File: config.mk
export PLATFORM = sky130hd
export DESIGN_NAME = imem_loader
export DESIGN_NICKNAME = d
export VERILOG_FILES = /design/src/rtl/imem_loader.sv
export SDC_FILE = /design/constraint.sdc
export NUM_CORES = 1
export LEC_CHECK = 0
export CAP_MARGIN = 10
export CORE_MARGIN = 2
export CORE_UTILIZATION = 49
export CTS_BUF_LIST = sky130_fd_sc_hd__clkbuf_16
export DETAILED_ROUTE_END_ITERATION = 10
export GPL_ROUTABILITY_DRIVEN = 1
export GPL_TIMING_DRIVEN = 1
export PLACE_DENSITY = 0.74
export SKIP_LAST_GASP = 1
export SYNTH_ARGS = -nofsm -noshare
export SYNTH_HDL_FRONTEND = slang
export SYNTH_SLANG_ARGS = --single-unit
File: constraint.sdc
create_clock -name clk -period 3.6 [get_ports clk]
set_input_delay 0.72 -clock clk [delete_from_list [all_inputs] [get_ports clk]]
set_output_delay 0.72 -clock clk [all_outputs]
set_load 0.005 [all_outputs]
File: src/rtl/imem_loader.sv
// Byte-stream loader for the 256-word instruction memory.
// Packs bytes little-endian into words and holds the CPU in reset until loaded.
module imem_loader #(
    parameter int ADDR_W = 8,
    parameter int DEPTH  = 2 ** ADDR_W
) (
    input  logic              clk,
    input  logic              reset,
    input  logic              start,
    input  logic [ADDR_W:0]   load_words,
    input  logic [7:0]        byte_in,
    input  logic              byte_valid,
    output logic              byte_ready,
    output logic              mem_we,
    output logic [ADDR_W-1:0] mem_waddr,
    output logic [31:0]       mem_wdata,
    output logic              busy,
    output logic              done,
    output logic              err,
    output logic              cpu_reset
);

    localparam logic [ADDR_W:0] DEPTH_W = (ADDR_W + 1)'(DEPTH);

    typedef enum logic [1:0] {
        IDLE,
        COLLECT,
        WRITE
    } state_t;

    state_t state, state_nxt;

    logic [ADDR_W:0]   load_q;
    logic [ADDR_W:0]   word_cnt;
    logic [ADDR_W-1:0] addr;
    logic [1:0]        byte_cnt;
    logic [23:0]       asm_q;

    logic start_bad, start_zero, start_ok, last_word;

    assign start_bad  = start && (load_words > DEPTH_W);
    assign start_zero = start && (load_words == '0);
    assign start_ok   = start && !start_bad && !start_zero;
    assign last_word  = (word_cnt + 1'b1) == load_q;

    always_comb begin
        state_nxt  = state;
        byte_ready = 1'b0;
        mem_we     = 1'b0;
        unique case (state)
            IDLE: begin
                if (start_ok) state_nxt = COLLECT;
            end
            COLLECT: begin
                byte_ready = 1'b1;
                if (byte_valid && byte_cnt == 2'd3) state_nxt = WRITE;
            end
            WRITE: begin
                mem_we    = 1'b1;
                state_nxt = last_word ? IDLE : COLLECT;
            end
            default: state_nxt = IDLE;
        endcase
    end

    always_ff @(posedge clk) begin
        if (!reset) begin
            state     <= IDLE;
            load_q    <= '0;
            word_cnt  <= '0;
            addr      <= '0;
            byte_cnt  <= '0;
            asm_q     <= '0;
            mem_waddr <= '0;
            mem_wdata <= '0;
            busy      <= 1'b0;
            done      <= 1'b0;
            err       <= 1'b0;
            cpu_reset <= 1'b1;
        end else begin
            state <= state_nxt;
            case (state)
                IDLE: begin
                    if (start_bad) begin
                        err <= 1'b1;
                    end else if (start_zero) begin
                        done      <= 1'b1;
                        err       <= 1'b0;
                        cpu_reset <= 1'b0;
                    end else if (start_ok) begin
                        load_q    <= load_words;
                        word_cnt  <= '0;
                        addr      <= '0;
                        byte_cnt  <= '0;
                        asm_q     <= '0;
                        err       <= 1'b0;
                        done      <= 1'b0;
                        cpu_reset <= 1'b1;
                        busy      <= 1'b1;
                    end
                end
                COLLECT: begin
                    if (byte_valid) begin
                        byte_cnt <= byte_cnt + 2'd1;
                        case (byte_cnt)
                            2'd0: asm_q[7:0]   <= byte_in;
                            2'd1: asm_q[15:8]  <= byte_in;
                            2'd2: asm_q[23:16] <= byte_in;
                            default: begin
                                // Output regs latch here so they hold between strobes
                                mem_waddr <= addr;
                                mem_wdata <= {byte_in, asm_q};
                            end
                        endcase
                    end
                end
                WRITE: begin
                    addr     <= addr + 1'b1;
                    word_cnt <= word_cnt + 1'b1;
                    byte_cnt <= '0;
                    if (last_word) begin
                        busy      <= 1'b0;
                        done      <= 1'b1;
                        cpu_reset <= 1'b0;
                    end
                end
                default: ;
            endcase
        end
    end

endmodule

==> run summary <==
DIE
----------------------------------------------------------------------------------
Initial Util                                                                50.03%
Height of the die                                                         97.67 µm
Core area                                                             0.008593 mm²
Die area                                                              0.009539 mm²
Chip Width                                                                97.67 µm
Standard-cell rows                                                              34
IO Pins                                                                         67

CRITICAL PATH
----------------------------------------------------------------------------------
Top cell family by delay on the critical path                         simple AND/OR/NAND/NOR gates
Ordered cell list for the critical path                               clkdlybuf4s50_1 > or4_4 > or3_4 > and3_1 > o21ai_0 > xor2_1 > nor2_1
WP data required                                                           3.82 ns
Arrival time of the worst setup path                                       3.04 ns
Kind of capture point of the worst setup path                             register
Type of the setup path with the least slack                              in -> reg
Max Fanout on Critical Path                                                     12
Number of buffers and inverters on the critical path                             1
Stage delay of the slowest cell on the critical path                       0.58 ns
Cell with the largest stage delay on the worst path                          or4_4
Startpoint class of the critical path                                    input pin

CLOCK TREE
----------------------------------------------------------------------------------
Clk root buf                                                             clkbuf_16
Clock slew at reported path FFs                                            0.07 ns
CTS sink count                                                                  98
Number of buffers added for setup after CTS                                      0
Clock tree from TritonCTS                                                    built
Clock Latency Late Sink                                                    0.34 ns
Number of buffers created by CTS                                                 9
Count of instances resized after the clock tree is built                         0
Number of buffers between clock root and the deepest sink                        2
Post-CTS Hold Buffers                                                            0
H-tree Lvls                                                                      3

OUTCOME
----------------------------------------------------------------------------------
Outcome                                                               finished clean

CELLS AND AREA
----------------------------------------------------------------------------------
Share of final-layout standard cells stronger than drive strength 1         6.055%
Final instance area                                                   0.005361 mm²
Core Util, Final                                                            62.39%
P&R area growth vs syn                                                      24.71%
Net count, final                                                               568
Antenna Cells                                                                    0

PLACED DESIGN
----------------------------------------------------------------------------------
Placed cell area                                                      0.005034 mm²
I/O Buffers                                                                     66
Last weighted congestion value of the routability-driven placer             0.8352
DP HPWL                                                                    6741 µm

SYNTH
----------------------------------------------------------------------------------
Post-synthesis net count                                                       513
Syn avg cell area                                                        8.864 µm²
Share of Yosys cell area claimed by the top area cell type                  45.63%
Post-synthesis cell type with the largest combined area                    dfxtp_1
Top cells by area, synth                                              dfxtp_1 (46%), nand2_1 (9.9%), a21boi_0 (9.1%), mux2i_1 (5.6%), nor2b_1 (4.5%)
Count leader, synth                                                        nand2_1
Share of synthesized flip-flops with an asynchronous set or reset               0%
Post-synthesis cell type count                                                  44
Flip-flop and latch count after synthesis                                       98
Sequential fraction of the synthesis area                                   45.63%
Number of synthesized flops with an enable pin                                   0
Warning count from the yosys run                                                 0
Top cells by count, synth                                             nand2_1 (113), dfxtp_1 (98), a21boi_0 (52)
Gate count after technology mapping                                            485
Flip-flop cell with the highest count after synthesis                      dfxtp_1
Mapped Area                                                           0.004299 mm²

DRT
----------------------------------------------------------------------------------
Vias per cell                                                                5.311
1st-iter DRT viols                                                             121
WL/cell                                                                   14.64 µm
Total via count after detailed routing                                        3468
Post-detailed-routing wire length                                          9560 µm
DRC errors left                                                                  0
DRT antenna net count                                                            0
1st-pass router iterations                                                       4

PWR
----------------------------------------------------------------------------------
Worst ir drop on vdd                                                      313.7 µV
Internal power contribution                                                1785 µW
Clock power share                                                            45.3%
Sequential Power Share                                                       48.2%
Comb power frac                                                               6.5%
Switch Pwr                                                                514.0 µW
Net switching share of the total power                                      22.35%
Static Leakage                                                         0.001841 µW
Total power divided by cell area                                      428.9 mW/mm²

TIMING
----------------------------------------------------------------------------------
Final hold viol count                                                            0
Number of failing setup endpoints in the final timing report                     0
Setup repair after global routing missed its margin                             no
Hold_ws                                                                  0.4621 ns
Accumulated negative setup slack                                              0 ns
Fin crit period                                                           2.819 ns
Measured slew at the worst slew-check pin                                0.6600 ns
Period utilization                                                          78.31%
Fin. max-slew vios                                                               0
Max Clock Freq                                                           354.7 MHz
Skew final                                                             0.006386 ns
Remaining max-slew budget at the tightest pin                               55.91%

GRT
----------------------------------------------------------------------------------
Wire length of the first global-routing pass                              16390 µm
Residual overflow from global routing                                            0
Largest net degree at the start of global routing                               35
Antenna violations before repair                                                 0
Combined global-route utilization of all metal layers                       20.93%
Number of global-route vias before repair                                     3464

WORST HOLD PATH
----------------------------------------------------------------------------------
Type of the most critical hold path                                     reg -> reg

FLOW RUN
----------------------------------------------------------------------------------
Count of max-cap constraint violations                                           0

[worst paths after layout]
path	startpoint	to	slack, ns	cells past startpoint
setup / recovery	load_words[4]	addr[2]	0.78	7
hold / removal	mem_wdata[0]	mem_wdata[0]	0.46	2
setup reg to reg	word_cnt[0]	state[0]	1.12	7
hold reg to reg	mem_wdata[0]	mem_wdata[0]	0.46	2
[state kept, by name, summed over array words and instances (netlist names)]
name / flops
mem_wdata: 32
asm_q: 24
load_q: 9
word_cnt: 9
addr: 8
mem_waddr: 8
byte_cnt: 2
state: 2
busy: 1
cpu_reset: 1
done: 1
err: 1
[power groups by stage]
stage	logic [µW]	registers [µW]	clock network [µW]
floorplan	96.0	1130	0
global placement	148	1130	0
detailed placement	150	1130	0
CTS	151	1110	1060
global route	162	1110	1100
finish	149	1110	1040
[cell families after synthesis]
kind of cell	count (synthesis)	share of synthesized area, %
AOI/OAI and AO/OA	90	15.60
xor gates and xnor gates	20	4.074
adders and majority gates	7	2.037
buffers and inverters	32	2.997
DFF	98	45.63
muxes	24	5.588
and+or+nand+nor	214	24.07
[cell usage in the layout, fill, tap and decap left out, types with 3 or more instances in the layout]
master / n
xor2_1: 10
nand4_1: 5
clkbuf_16: 9
inv_1: 3
a21oi_4: 3
mux2i_1: 24
o21ai_1: 4
a21oi_1: 9
clkdlybuf4s50_1: 65
xnor2_1: 10
o21ai_0: 11
and2_1: 13
and4_1: 3
nand3_1: 9
dfxtp_1: 98
buf_4: 5
and3_1: 3
nand2_1: 113
ha_1: 7
or3_1: 5
nor2b_1: 31
a21boi_0: 52
clkinvlp_4: 3
nor3_1: 4
nor2_1: 18
[worst min-delay path: stages (launching register included)]
cell	delay, ns
dfxtp_1	0.31
nand2_1	0.05
a21boi_0	0.06
[metal layers]
layer	GRT usage (%)	routed length (µm)	vias to the layer above	part of all wire [%]
li1	-	-	1735	-
met5	0	0	-	0
met4	5.769	162	0	1.7
met1	25.98	4277	1666	45
met3	5.108	314	11	3.3
met2	36.23	4806	56	50
[final cells by class]
cell class	count	area (µm²)
Timing Repair Buffer	72	713.2
Inverter	4	15.01
Clock buffer	9	225.2
Clock inverter	7	102.6
Tap cell	108	135.1
Sequential cell	98	1962
Multi-Input combinational cell	355	2208
Fill cell	720	3232
[through the flow]
stage | worst slack (ns) | cells | total power, µW
floorplan | 1.163 | 485 | 1226
global placement | 0.5264 | 637 | 1280
detailed placement | 0.4428 | 637 | 1283
CTS | 0.7952 | 653 | 2315
global route | 0.6670 | 653 | 2374
finish | 0.7808 | 653 | 2299
No activity file was read; power rests on OpenSTA's default activity.
